## src/rtl/uart_transmitter.sv

```systemverilog
// 8N1 UART transmitter with a small byte FIFO in front of the serialiser.
// Bytes enter over a Send/Ready handshake and leave LSB first on Tx.
module uart_transmitter #(
   parameter int unsigned          CNT_WIDTH = 14,
   parameter logic [CNT_WIDTH-1:0] BAUD_DIV  = 14'd9999,
   parameter int unsigned          DEPTH     = 4,
   parameter int unsigned          ADDR_W    = 2
) (
   input  logic       Clk_100M,
   input  logic       Reset,
   input  logic [7:0] Data,
   input  logic       Send,
   output logic       Ready,
   output logic       Busy,
   output logic       Tx
);

   typedef enum logic [1:0] {IDLE, START, DATA, STOP} state_t;

   localparam logic [ADDR_W:0] FULL = (ADDR_W+1)'(DEPTH);

   state_t               state;
   state_t               state_nxt;

   logic [7:0]           mem [DEPTH];
   logic [ADDR_W-1:0]    rd_ptr;
   logic [ADDR_W-1:0]    wr_ptr;
   logic [ADDR_W:0]      count;

   logic [7:0]           shift;
   logic [2:0]           bit_idx;
   logic [CNT_WIDTH-1:0] baud_cnt;

   logic                 push;
   logic                 pop;
   logic                 term;
   logic                 tx_nxt;

   assign Ready = (count != FULL);
   assign push  = Send && Ready;
   assign term  = (baud_cnt == BAUD_DIV);
   assign Busy  = (state != IDLE) || (count != '0);

   // FIFO storage carries no reset; pointers and count define validity.
   always_ff @(posedge Clk_100M) begin
      if (push) begin
         mem[wr_ptr] <= Data;
      end
   end

   always_ff @(posedge Clk_100M or negedge Reset) begin
      if (!Reset) begin
         rd_ptr <= '0;
         wr_ptr <= '0;
         count  <= '0;
      end else begin
         if (push) begin
            wr_ptr <= wr_ptr + 1'b1;
         end
         if (pop) begin
            rd_ptr <= rd_ptr + 1'b1;
         end
         case ({push, pop})
            2'b10:   count <= count + 1'b1;
            2'b01:   count <= count - 1'b1;
            default: count <= count;
         endcase
      end
   end

   always_ff @(posedge Clk_100M or negedge Reset) begin
      if (!Reset) begin
         state <= IDLE;
      end else begin
         state <= state_nxt;
      end
   end

   always_comb begin
      state_nxt = state;
      unique case (state)
         IDLE:  if (count != '0)               state_nxt = START;
         START: if (term)                      state_nxt = DATA;
         DATA:  if (term && bit_idx == 3'd7)   state_nxt = STOP;
         STOP:  if (term)                      state_nxt = IDLE;
      endcase
   end

   // Next Tx is decided here so the pin itself stays a plain register.
   always_comb begin
      tx_nxt = 1'b1;
      pop    = 1'b0;
      unique case (state)
         IDLE: begin
            if (count != '0) begin
               pop    = 1'b1;
               tx_nxt = 1'b0;
            end
         end
         START: tx_nxt = term ? shift[0] : 1'b0;
         DATA: begin
            if (term) begin
               tx_nxt = (bit_idx == 3'd7) ? 1'b1 : shift[1];
            end else begin
               tx_nxt = Tx;
            end
         end
         STOP: tx_nxt = 1'b1;
      endcase
   end

   always_ff @(posedge Clk_100M or negedge Reset) begin
      if (!Reset) begin
         Tx       <= 1'b1;
         shift    <= '0;
         bit_idx  <= '0;
         baud_cnt <= '0;
      end else begin
         Tx <= tx_nxt;

         if (state == IDLE || term) begin
            baud_cnt <= '0;
         end else begin
            baud_cnt <= baud_cnt + 1'b1;
         end

         if (pop) begin
            shift <= mem[rd_ptr];
         end else if (state == DATA && term) begin
            shift <= {1'b0, shift[7:1]};
         end

         if (state == START && term) begin
            bit_idx <= '0;
         end else if (state == DATA && term) begin
            bit_idx <= bit_idx + 1'b1;
         end
      end
   end

endmodule

```

## config.mk

```make
export PLATFORM = sky130hd
export DESIGN_NAME = uart_transmitter
export DESIGN_NICKNAME = d
export VERILOG_FILES = /design/src/rtl/uart_transmitter.sv
export SDC_FILE = /design/constraint.sdc
export NUM_CORES = 1
export LEC_CHECK = 0
export CORE_ASPECT_RATIO = 0.5
export CORE_MARGIN = 1
export CORE_UTILIZATION = 59
export CTS_CLUSTER_SIZE = 30
export DETAILED_ROUTE_END_ITERATION = 12
export GPL_TIMING_DRIVEN = 1
export PLACE_DENSITY = 0.88
export SYNTH_ARGS = -nofsm -noshare
export SYNTH_HDL_FRONTEND = slang
export SYNTH_SLANG_ARGS = --single-unit
```

## constraint.sdc

```tcl
create_clock -name Clk_100M -period 2.85 [get_ports Clk_100M]
set_input_delay 0.57 -clock Clk_100M [delete_from_list [all_inputs] [get_ports Clk_100M]]
set_output_delay 0.57 -clock Clk_100M [all_outputs]
set_load 0.1 [all_outputs]
```

== Word level (Yosys, flattened, before mapping) ==
Memory sizes are Yosys's and may differ from the RTL's.
Index checks and enable logic that the tools add are counted.
W data, S select, Z words.

* $add $sub $neg: 6
* $mul: 0
* Div/mod/pow operators: 0
* Order comparisons: 0
* Equality and inequality tests: 13
* Shifts and indexed selects: 0
* Mux-type cells: 20
* Bitwise gates (word level): 0
* Reduce and logical (&&, ||, !) cells: 13

{| class="wikitable"
|+ Operators with widths
! cell !! count
|-
| $mux W8 || 2
|-
| $add A14 B1 Y14 const B || 1
|-
| $eq A14 B14 Y1 const B || 1
|-
| $mux W14 || 1
|-
| $ne A2 B2 Y1 const B || 5
|-
| $mux W1 || 8
|-
| $mux W2 || 4
|-
| $pmux W2 S4 || 1
|-
| $reduce_bool A2 Y1 || 4
|-
| $add A3 B1 Y3 const B || 2
|-
| $eq A2 B2 Y1 const B || 3
|-
| $mux W3 || 2
|-
| $pmux W3 S2 || 1
|-
| $add A2 B1 Y2 const B || 2
|-
| $eq A2 B1 Y1 const B || 2
|-
| $logic_and A1 B1 Y1 || 4
|-
| $pmux W1 S4 || 1
|-
| $reduce_and A4 Y1 || 1
|-
| $eq A3 B3 Y1 const B || 1
|-
| $ne A3 B3 Y1 const B || 1
|-
| $reduce_bool A3 Y1 || 1
|-
| $sub A3 B1 Y3 const B || 1
|-
| $logic_not A2 Y1 || 1
|-
| $logic_or A1 B1 Y1 || 2
|}

* Flip-flop bits (word level): 35
* Latch bits: 0
* Memory bits (writable): 32
* Memory bits (read-only): 0
* Bits of input ports: 11
* Output and inout bits: 3
* Logic and storage cells: 61
* Memories: 1

{| class="wikitable"
|+ Memory list
! memory !! words !! bits a word !! rd ports !! clocked after memory_dff !! write ports !! line !! text
|-
| mem || 4 || 8 || 1 || 0 || 1 || 25 || <nowiki>logic [7:0] mem [DEPTH];</nowiki>
|}

== Logic depth before layout (Yosys ltp) ==
Gate-level depths: netlist of run 1.

* Word-level depth: 5
* Mapped depth: 11
* Depth with buffers taken out: 10

== Least setup slack after synthesis of run 1 ==
No wires, ideal clock.

* Kind: register -> register
* Start: register count[0]
* End: register count[2]
* Library setup time: 79 ps
* Arrival: 2837 ps
* Data required time: 2771 ps
* Slack: -66 ps
* Cell stages (with the launch flop): 11
* Buffers on the path: 0
* Clock period less this slack: 2916 ps
* Path through: dfrtp_1 > inv_1 > nand3_1 > and2_1 > inv_1 > ha_1 > inv_1 > fa_1 > xor2_1 > nor2_1 > xor2_1

* Elaborated cells between the ends (all ways): 11
* Classes of those cells: add/sub (2); eq/ne (3); mux (3); reduce/logical (3)

{| class="wikitable"
|+ RTL lines
! element !! line !! text
|-
| from (decl) || 28 || <nowiki>logic [ADDR_W:0] count;</nowiki>
|-
| from (signal assigned) || 64 || <nowiki>2'b10: count <= count + 1'b1;</nowiki>
|-
| from (signal assigned) || 65 || <nowiki>2'b01: count <= count - 1'b1;</nowiki>
|-
| from (signal assigned) || 66 || <nowiki>default: count <= count;</nowiki>
|-
| $ne A3 B3 Y1 (*) || 39 || <nowiki>assign Ready = (count != FULL);</nowiki>
|-
| named net Ready || 13 || <nowiki>output logic Ready,</nowiki>
|-
| $logic_and A1 B1 Y1 (*) || 40 || <nowiki>assign push = Send && Ready;</nowiki>
|-
| $eq A2 B1 Y1 / $eq A2 B2 Y1 (equally long branches) || 63 || <nowiki>case ({push, pop})</nowiki>
|-
| $pmux W3 S2 / $reduce_bool A2 Y1 (equally long branches) || -- ||
|}

The timed path passes the listed nets; every way through them passes the cells marked *.
A chain may end at the register's enable or synchronous reset.

== Worst setup path after layout of run 1 ==
* Start: register baud_cnt[5]
* End: register baud_cnt[13]

* Word-level cells in the longest chain between the ends: 3
* Elaborated cells between the ends (all ways): 4
* Classes of those cells: add/sub (1); eq/ne (1); mux (1); reduce/logical (1)

{| class="wikitable"
|+ Ends and longest elaborated chain
! element !! line !! text
|-
| from (decl) || 32 || <nowiki>logic [CNT_WIDTH-1:0] baud_cnt;</nowiki>
|-
| from (signal assigned) || 124 || <nowiki>baud_cnt <= baud_cnt + 1'b1;</nowiki>
|-
| parallel branches: the longest is 2 deep, another holds $add A14 B1 Y14 || -- ||
|-
| $mux W14 (*) || 121 || <nowiki>if (state == IDLE || term) begin</nowiki>
|}

Every way passes the cells marked *.

==> results of run 1 <==
## worst paths after layout
| path | from | end | slack, ps | cells past startpoint |
|---|---|---|---|---|
| max in group asynchronous | Reset | Tx | 1870 | 2 |
| worst min-delay path | count[0] | count[0] | 500 | 1 |
| min in group asynchronous | Reset | shift[5] | 630 | 2 |
| worst min register to register | count[0] | count[0] | 500 | 1 |
| worst max-delay path | baud_cnt[5] | baud_cnt[13] | 540 | 4 |
| worst max register to register | baud_cnt[5] | baud_cnt[13] | 540 | 4 |
## flip-flops by register name, summed over array words and instances (netlist names)
name      flops
state         2
bit_idx       3
wr_ptr        2
rd_ptr        2
Tx            1
shift         8
baud_cnt     14
mem          32
count         3
## routing by layer
metal / share of wire (%) / wire length (um)
met1: 43 / 2380
met2: 51 / 2850
met3: 4.5 / 249
met4: 1.2 / 66
met5: 0 / 0
## power breakdown
group	total, uW	leakage [uW]	internal [uW]	switching (uW)
Clock	888	0.000112	504	384
Combinational	1200	0.000529	501	698
Sequential	1470	0.000732	1290	180
Total	3550	0.00137	2290	1260
## cells by family after synthesis
| kind of cell | after synthesis | synth area share, % |
|---|---|---|
| muxes | 9 | 6.24 |
| AOI/OAI and AO/OA | 29 | 6.04 |
| adders and majority gates | 14 | 5.95 |
| and+or+nand+nor | 83 | 13.5 |
| xor gates and xnor gates | 18 | 5.14 |
| DFF | 67 | 59.9 |
| buffers and inverters | 23 | 3.26 |
## cell type report
| class | count | area, um^2 |
|---|---|---|
| Timing Repair Buffer | 18 | 160 |
| Inverter | 14 | 52.6 |
| Clock inverter | 6 | 95.1 |
| Tap cell | 70 | 87.6 |
| Multi-Input combinational cell | 153 | 1130 |
| Sequential cell | 67 | 1840 |
| Clock buffer | 10 | 128 |
| Fill cell | 325 | 1460 |
## cell usage in the layout (no fill, tap or decap), types with 4 or more instances in the layout
cell type / Yosys / layout
buf_4: 1 / 8
nor4_1: 5 / 5
mux4_2: 8 / 8
and3_1: 6 / 6
ha_1: 13 / 13
o21ai_0: 11 / 11
nor3_1: 4 / 4
nand2_1: 12 / 12
clkbuf_8: 0 / 9
dfrtp_1: 34 / 34
edfxtp_1: 32 / 32
nand3_1: 13 / 12
clkdlybuf4s50_1: 0 / 10
xnor2_1: 15 / 15
inv_1: 14 / 14
a31oi_1: 8 / 8
nor2_1: 29 / 29
## stage by stage
step	worst slack, ps	area [um^2]
finish	543	3500
global route	438	3500
CTS	551	3500
detailed placement	457	3270
global placement	537	3270
floorplan	346	3070
==> impl_results.md, run 1 <==
- Total chip power: between 3000 and 4000 uW
- First-pass GRT wire length: approximately 9100 um
- Slew headroom: 64.7%
- List of most frequent post-synthesis cells: 34 x dfrtp_1, 32 x edfxtp_1, 29 x nor2_1
- Max_cap viols: 0
- Tot GR Track Use: 22.6%
- CTS root buf: clkbuf_8
- Final Util: 70.6%
- Leakage power: 0.00137 uW
- Register bit total from synthesis: 67
- Max stage delay on crit path: 630 ps
- Drt initial violations: 201
- Max FO, Critical Path: 13
- Max IR drop VDD: 0.000521 V
- Grt met1 use: about 28%
- Ant diodes: 0
- Vias in the first global route: about 1900
- TritonRoute pass-1 iters: 4
- H-Tree Depth: 3
- Final Skew: 9.46 ps
- Share of cells above drive strength 1: 13.4%
- Count leader, synth: dfrtp_1
- Net Count, Synth: 268
- Setup crit start kind: register
- Die W: between 100 and 150 um
- Syn. warnings: 0
- Final WL: 5540 um
- Placed insts: 322
- Core area: 4950 um^2
- Syn_area_per_cell: 12.6 um^2
- CTS clock-pin slew for the worst setup and hold paths: 70 ps
- Vias per cell: 5.84
- GR Overflow Total: 0
- Largest net degree at the start of global routing: 36
- Seq/Total Area, Yosys: about three fifths
- Site row count: 18
- Cell variety after synth: between 40 and 50
- RSZ-0062 raised after global routing: no
- Initial antenna violation count: 0
- DIE HEIGHT: between 50 and 60 um
- Top post-synthesis cells by area: edfxtp_1 31%, dfrtp_1 28%, mux4_2 5.9%
- Met2 usage: 39.2%
- Final net count: around 290
- Yosys top cell by area: edfxtp_1
- Primary FF master, synth: dfrtp_1
- Ys async rst share: 52.2%
- Setup_tns: 0 ps
- Final min period: 2310 ps
- Slowest CP cell: or4_4
- Avg WL per Cell: 16.4 um
- Worst endpoint required time: just over 3000 ps
- Cts hold-fix bufs: 0
- Hold Violations, Final: 0
- Starting Density: 61.9%
- Clock sinks: 67
- Area Growth Syn to Fin: 13.9%
- # Post-CTS Setup Buffers: 0
- Clock latency on the worst-skew pair: 350 ps
- Final Slew Violations: 0
- Worst path cell trace: or4b_1, or4_4, nand2b_1, nor2_1
- Hpwl dp: 3650 um
- Gp weighted congestion: 0.824
- Post-synthesis cell count: 243
- CTS resizes: 0
- Max Clk Rate: 0.434 GHz
- Data arrival time of the critical path: between 2000 and 3000 ps
- TritonCTS buffer count: 9
- Pwr Density: 1020 nW/um^2
- Top-area cell type share of the netlist area: 31.3%
- Worst Path Class, Setup: register to register
- Met3 GRT Util: 6.53%
- Bufs and invs on worst path: 0
- Hold Crit Class: register to register
- Num ports: 14
- Fin crit share: 80.9%
- CTS tree: done
- Slew @ Worst Pin: roughly 530 ps
- DRC viols: 0
- Finished Layout Cells: 338
- CTS Buffer Depth: 2
- Routed Antenna Nets: 0
- Count of final setup violators: 0
- Element type at the critical path end: register
- Synthesized area: 3070 um^2
- Die area: ~5500 um^2
- Top delay family on crit path: simple AND/OR/NAND/NOR gates
- Post-synth EDFFs: 32
- Grt peak-use layer: met2
- Worst Hold Slack: approximately 500 ps
- Status: completed
- PortBufs: 13
- DR vias: 1974
No activity file was read; power rests on OpenSTA's default activity.
==> run 2: changes to the inputs <==
==> constraint.sdc (replaced) <==
create_clock -name Clk_100M -period 2.4 [get_ports Clk_100M]
set_input_delay 0.48 -clock Clk_100M [delete_from_list [all_inputs] [get_ports Clk_100M]]
set_output_delay 0.48 -clock Clk_100M [all_outputs]
set_load 0.1 [all_outputs]
==> run 2 against run 1 <==
Compared with the run above:
- highest routed layer unchanged
- first-iteration DRC count is 5.0% lower
- count of clock-buffer cells in the layout fell by 1
- final cell count up 0.59%
- wire length is 5.2% higher
- fmax is 4.6% higher
- worst hold slack worse by 1.3 ps
- power up 19%
- non-clock buffer count increased by 2
- critical path type unchanged
==> impl_results.md, run 2 (synthesized netlist as in run 1, its figures left out) <==
- Share of power burned in registers: 41.3% (about the same)
- GR Overflow Total: 0 (unchanged)
- Element type at the critical path end: register
- Final min period: 2210 ps (-101 ps)
- # Post-CTS Setup Buffers: 0 (unchanged)
- CTS resizes: 0 (unchanged)
- Commonest non-fill, non-tap cells in the layout: 34 x dfrtp_1, 32 x edfxtp_1, 29 x nor2_1, 15 x xnor2_1, 14 x inv_1
- Max stage delay on crit path: 420 ps (-210 ps)
- Drt initial violations: 191 (-5.0%)
- Final net count: 290 (+0.69%)
- Worst endpoint required time: 2670 ps (-390 ps)
- Setup_tns: 0 ps (unchanged)
- Final WL: 5830 um (+5.2%)
- Max_cap viols: 0 (unchanged)
- Gp weighted congestion: 0.832 (+0.87%)
- Die W: 104 um (unchanged)
- DRC viols: 0 (unchanged)
- Worst Path Class, Setup: register to register
- RSZ-0062 raised after global routing: no
- Share of cells above drive strength 1: 14.4% (+1.0 points)
- Die area: 5510 um^2 (unchanged)
- Starting Density: 61.9% (unchanged)
- H-Tree Depth: 3 (unchanged)
- Core area: 4950 um^2 (unchanged)
- Leakage power: 0.00138 uW (+0.79%)
- Status: completed
- Tot GR Track Use: 24.6% (+2.0 points)
- Largest register FFs: 32 (unchanged)
- Vias in the first global route: 1975 (+5.1%)
- Worst path cell trace: inv_1, ha_1, nand2b_1, inv_1, ha_1, inv_1, fa_1, xor2_1, nor2_1, xor2_1
- Register name with the most flops: mem
- Sw Pwr: 1570 uW (+25%)
- CTS root buf: clkbuf_8
- Setup crit start kind: register
- First-pass GRT wire length: 9780 um (+7.4%)
- Clock latency on the worst-skew pair: 350 ps (about the same)
- Ant diodes: 0 (unchanged)
- Total chip power: 4220 uW (+19%)
- Slew headroom: 66.2% (+1.6 points)
- Max IR drop VDD: 0.000757 V (+45%)
- Pwr Density: 1200 nW/um^2 (+18%)
- Count of final setup violators: 0 (unchanged)
- CTS clock-pin slew for the worst setup and hold paths: 80 ps (about the same)
- Area Growth Syn to Fin: 14.5%
- Filler instances: 335 (+3.1%)
- Avg WL per Cell: 17.1 um (+4.6%)
- Final Skew: 7.43 ps (-2.03 ps)
- Num ports: 14 (unchanged)
- Hold Violations, Final: 0 (unchanged)
- Largest net degree at the start of global routing: 36 (unchanged)
- Most used cell, CP: inv_1
- Vias per cell: 5.91 (+1.3%)
- Sw Ratio: 37.3% (+1.8 points)
- Logic gate share of total power: 35.6% (+1.9 points)
- Site row count: 18 (unchanged)
- DR vias: 2011 (+1.9%)
- Final Slew Violations: 0 (unchanged)
- Slew @ Worst Pin: 502 ps (-28.1 ps)
- Top flop regs: mem x32, baud_cnt x14, shift x8
- DIE HEIGHT: 53.0 um (unchanged)
- Most common cell after layout, fill and taps aside: dfrtp_1
- Routed Antenna Nets: 0 (unchanged)
- TritonRoute pass-1 iters: 4 (unchanged)
- Hpwl dp: 3890 um (+6.5%)
- Internal power: 2650 uW (+15%)
- PortBufs: 13 (unchanged)
- CTS tree: done
- Initial antenna violation count: 0 (unchanged)
- Slowest CP cell: dfrtp_1
- Fin crit share: 91.9% (+11 points)
- Cts hold-fix bufs: 0 (unchanged)
- TritonCTS buffer count: 9 (unchanged)
- Hold Crit Class: register to register
- Data arrival time of the critical path: 2470 ps (-40 ps)
- Clock share of power: 23.0% (-2.0 points)
- Max FO, Critical Path: 4 (-9)
- Max Clk Rate: 0.453 GHz (+4.6%)
- Clock sinks: 67 (unchanged)
- CTS Buffer Depth: 2 (unchanged)
-- run 2: worst max-delay path: cells and delay by family, from the launching register on --
kind                       cells  cell delay (ps)
and+or+nand+nor                2              240
xor gates and xnor gates       2              320
adders and majority gates      3              830
DFF                            1              420
buffers and inverters          3              310
-- run 2: final cells by class --
| cell class | instances | area [um^2] | share of cell area (%) |
|---|---|---|---|
| clock buffers | 9 | 124 | 3.53 |
| clock inverters | 7 | 81.3 | 2.31 |
| inverters | 14 | 52.6 | 1.50 |
| multi-input cells | 153 | 1140 | 32.5 |
| flip-flops and latches | 67 | 1840 | 52.3 |
| well taps | 70 | 87.6 | 2.49 |
| repair buffers | 20 | 188 | 5.34 |
-- run 2: metrics by stage --
stage,hold slack [ps],cells,worst slack [ps],instance area [um^2],util (%)
3_3_place_gp,467,324,175,3310,66.8
3_5_place_dp,488,324,4.23,3310,66.8
4_1_cts,502,340,190,3510,70.9
2_1_floorplan,184,243,164,3080,-
5_1_grt,521,340,43.1,3510,70.9
6_report,501,340,194,3510,70.9
-- run 2: path summary, 6_finish.rpt --
check / end / from / slack [ps] / cells after the start
setup reg to reg: count[2] / state[1] / 190 / 10
setup / recovery: count[2] / state[1] / 190 / 10
hold reg to reg: bit_idx[0] / bit_idx[0] / 500 / 1
hold / removal: bit_idx[0] / bit_idx[0] / 500 / 1
min in group asynchronous: baud_cnt[6] / Reset / 540 / 2
max in group asynchronous: Tx / Reset / 1510 / 2
-- run 2: per-layer routing --
layer / vias up / wire [um] / track usage (%)
met5: - / 0 / 0
met4: 0 / 137 / 7.86
met1: 1006 / 2420 / 28.2
met3: 17 / 280 / 8.87
met2: 68 / 2990 / 44.4
li1: 920 / - / -
-- run 2: power by group through the flow --
stage	sequential [uW]	clock (uW)	combinational, uW
6_report	1740	971	1500
5_1_grt	1780	1040	1650
4_1_cts	1750	993	1490
3_5_place_dp	1760	0	1480
3_3_place_gp	1730	0	1360
2_1_floorplan	1720	0	1110
==> run 3: changes to the inputs <==
--- a/config.mk
+++ b/config.mk
@@ -7,11 +7,11 @@
 export LEC_CHECK = 0
 export CORE_ASPECT_RATIO = 0.5
 export CORE_MARGIN = 1
-export CORE_UTILIZATION = 59
+export CORE_UTILIZATION = 35
 export CTS_CLUSTER_SIZE = 30
 export DETAILED_ROUTE_END_ITERATION = 12
 export GPL_TIMING_DRIVEN = 1
-export PLACE_DENSITY = 0.88
+export PLACE_DENSITY = 0.61
 export SYNTH_ARGS = -nofsm -noshare
 export SYNTH_HDL_FRONTEND = slang
 export SYNTH_SLANG_ARGS = --single-unit
==> run 3 against run 2 <==
Compared with the run above:
- via count fell by 4.5%
- die area rose by 66%
- worst hold slack got worse by 4.8 ps
- flip-flop and latch count did not move
- critical path type is now register to primary output
- largest cell class unchanged
==> impl_results.md, run 3 (synthesized netlist as in run 1, its figures left out) <==
- Status: completed
- Data arrival time of the critical path: 1630 ps (-840 ps)
- Core area: 8260 um^2 (+67%)
- Worst path cell trace: nor3_1, nand2_1, buf_12
- DR vias: 1920 (-4.5%)
- TritonRoute pass-1 iters: 4 (unchanged)
- Largest register FFs: 32 (unchanged)
- Hpwl dp: 3800 um (-2.3%)
- CTS root buf: clkbuf_16
- Slowest CP cell: dfrtp_1
- Count of final setup violators: 0 (unchanged)
- Most common cell after layout, fill and taps aside: dfrtp_1
- First-pass GRT wire length: 9670 um (-1.1%)
- M1 WL: 2640 um (+9.5%)
- Die area: 9170 um^2 (+66%)
- CTS clock-pin slew for the worst setup and hold paths: 50 ps (-30 ps)
- Hold Crit Class: register to register
- Bufs and invs on worst path: 1 (-2)
- Routed Antenna Nets: 0 (unchanged)
- CTS tree: done
- RSZ-0062 raised after global routing: no
- Num ports: 14 (unchanged)
- Clock sinks: 67 (unchanged)
- Site row count: 23 (+5)
- Vias in the first global route: 2013 (+1.9%)
- Leakage power: 0.00143 uW (+3.2%)
- Ant diodes: 0 (unchanged)
- Internal power: 3050 uW (+15%)
- Fin crit share: 87.7% (-4.2 points)
- Largest net degree at the start of global routing: 36 (unchanged)
- Max Used Layer: met4
- Avg WL per Cell: 14.6 um (-15%)
- Commonest non-fill, non-tap cells in the layout: 34 x dfrtp_1, 32 x edfxtp_1, 29 x nor2_1, 15 x xnor2_1, 14 x inv_1
- Drt initial violations: 83 (-57%)
- Max stage delay on crit path: 430 ps (about the same)
- Max FO, Critical Path: 5 (+1)
- GR Overflow Total: 0 (unchanged)
- Clock latency on the worst-skew pair: 330 ps (-20 ps)
- Top delay family on crit path: simple AND/OR/NAND/NOR gates
- Routed wl met3: 160 um (-43%)
- Tot GR Track Use: 14.2% (-10 points)
- Worst Hold Slack: 496 ps (-4.80 ps)
- Slew @ Worst Pin: 468 ps (-33.5 ps)
- Final net count: 290 (unchanged)
- Setup crit start: count[2]
- Total chip power: 4540 uW (+7.6%)
- Starting Density: 37.1% (-25 points)
- Final WL: 5590 um (-4.1%)
- Max_cap viols: 0 (unchanged)
- DIE HEIGHT: 68.2 um (+29%)
- Die W: 134 um (+29%)
- PortBufs: 13 (unchanged)
- Initial antenna violation count: 0 (unchanged)
- DRC viols: 0 (unchanged)
- Setup crit start kind: register
- Logic gate share of total power: 32.2% (-3.4 points)
- Vias per cell: 5.03 (-15%)
- TritonCTS buffer count: 9 (unchanged)
- Final min period: 2110 ps (-100 ps)
- Final Slew Violations: 0 (unchanged)
- PnR worst setup slack: 294 ps (+100 ps)
- Element type at the critical path end: primary output
- Top flop regs: mem x32, baud_cnt x14, shift x8
- Sw Ratio: 32.8% (-4.5 points)
- Max Clk Rate: 0.475 GHz (+4.8%)
- Hold Violations, Final: 0 (unchanged)
- Final Skew: 8.14 ps (+0.717 ps)
- Share of cells above drive strength 1: 13.3% (-1.1 points)
- # Post-CTS Setup Buffers: 0 (unchanged)
- Worst Path Class, Setup: register to primary output
- Max IR drop VDD: 0.000463 V (-39%)
- Gp weighted congestion: 0.793 (-4.7%)
- Area Growth Syn to Fin: 19.7%
- Share of power burned in registers: 37.8% (-3.5 points)
- Hold Crit Start: count[0]
- Filler instances: 728 (+120%)
- Clock share of power: 30.0% (+7.0 points)
- Register name with the most flops: mem
- Pwr Density: 1240 nW/um^2 (+3.0%)
- Slew headroom: 68.8% (+2.5 points)
- Worst r2r src: state[0]
- Setup_tns: 0 ps (unchanged)
- Met2 wire len: 2730 um (-8.8%)
- H-Tree Depth: 3 (unchanged)
- Cts hold-fix bufs: 0 (unchanged)
- CTS Buffer Depth: 2 (unchanged)
- Worst endpoint required time: 1920 ps (-750 ps)
- Post-Place Setup Slack: 109 ps (+105 ps)
- Sw Pwr: 1490 uW (-5.3%)
- CTS resizes: 0 (unchanged)
-- run 3: final timing paths --
| check | depth (start not counted) | slack (ps) | to |
|---|---|---|---|
| max | 3 | 290 | Busy |
| min | 1 | 500 | count[0] |
| max reg2reg | 10 | 320 | count[2] |
| min reg2reg | 1 | 500 | count[0] |
| max in group asynchronous | 2 | 1480 | Tx |
| min in group asynchronous | 2 | 570 | wr_ptr[1] |
-- run 3: per-stage QoR --
step	cell area (um^2)	utilization [%]	cells
2_1_floorplan	3080	-	243
6_report	3670	44.4	382
3_3_place_gp	3360	40.7	366
5_1_grt	3670	44.4	382
3_5_place_dp	3360	40.7	366
4_1_cts	3670	44.4	382
-- run 3: layer usage --
| layer | GRT usage (%) | vias up |
|---|---|---|
| met5 | 0 | - |
| met4 | 6.18 | 0 |
| met3 | 3.85 | 6 |
| met2 | 24.6 | 34 |
| met1 | 17.1 | 956 |
| li1 | - | 924 |
-- run 3: cell type report --
class	count	area (um^2)	area share [%]
inverters	14	52.6	1.43
well taps	112	140	3.82
multi-input cells	153	1140	31.1
clock inverters	5	77.6	2.11
clock buffers	11	233	6.34
flip-flops and latches	67	1840	50.1
repair buffers	20	188	5.11
-- run 3: worst register-to-register path, stage by stage, from the launching register on --
cell and delay, ps:
dfrtp_1 410, inv_1 130, ha_1 250, nand2b_1 100, inv_1 100, ha_1 180, inv_1 60, fa_1 370
xor2_1 150, nor2_1 110, xor2_1 150
-- run 3: power by group through the flow --
stage	logic, uW	clock network [uW]	registers (uW)
CTS	1490	1390	1720
global placement	1430	0	1710
finish	1460	1360	1720
global route	1640	1440	1750
detailed placement	1480	0	1740
floorplan	1110	0	1720
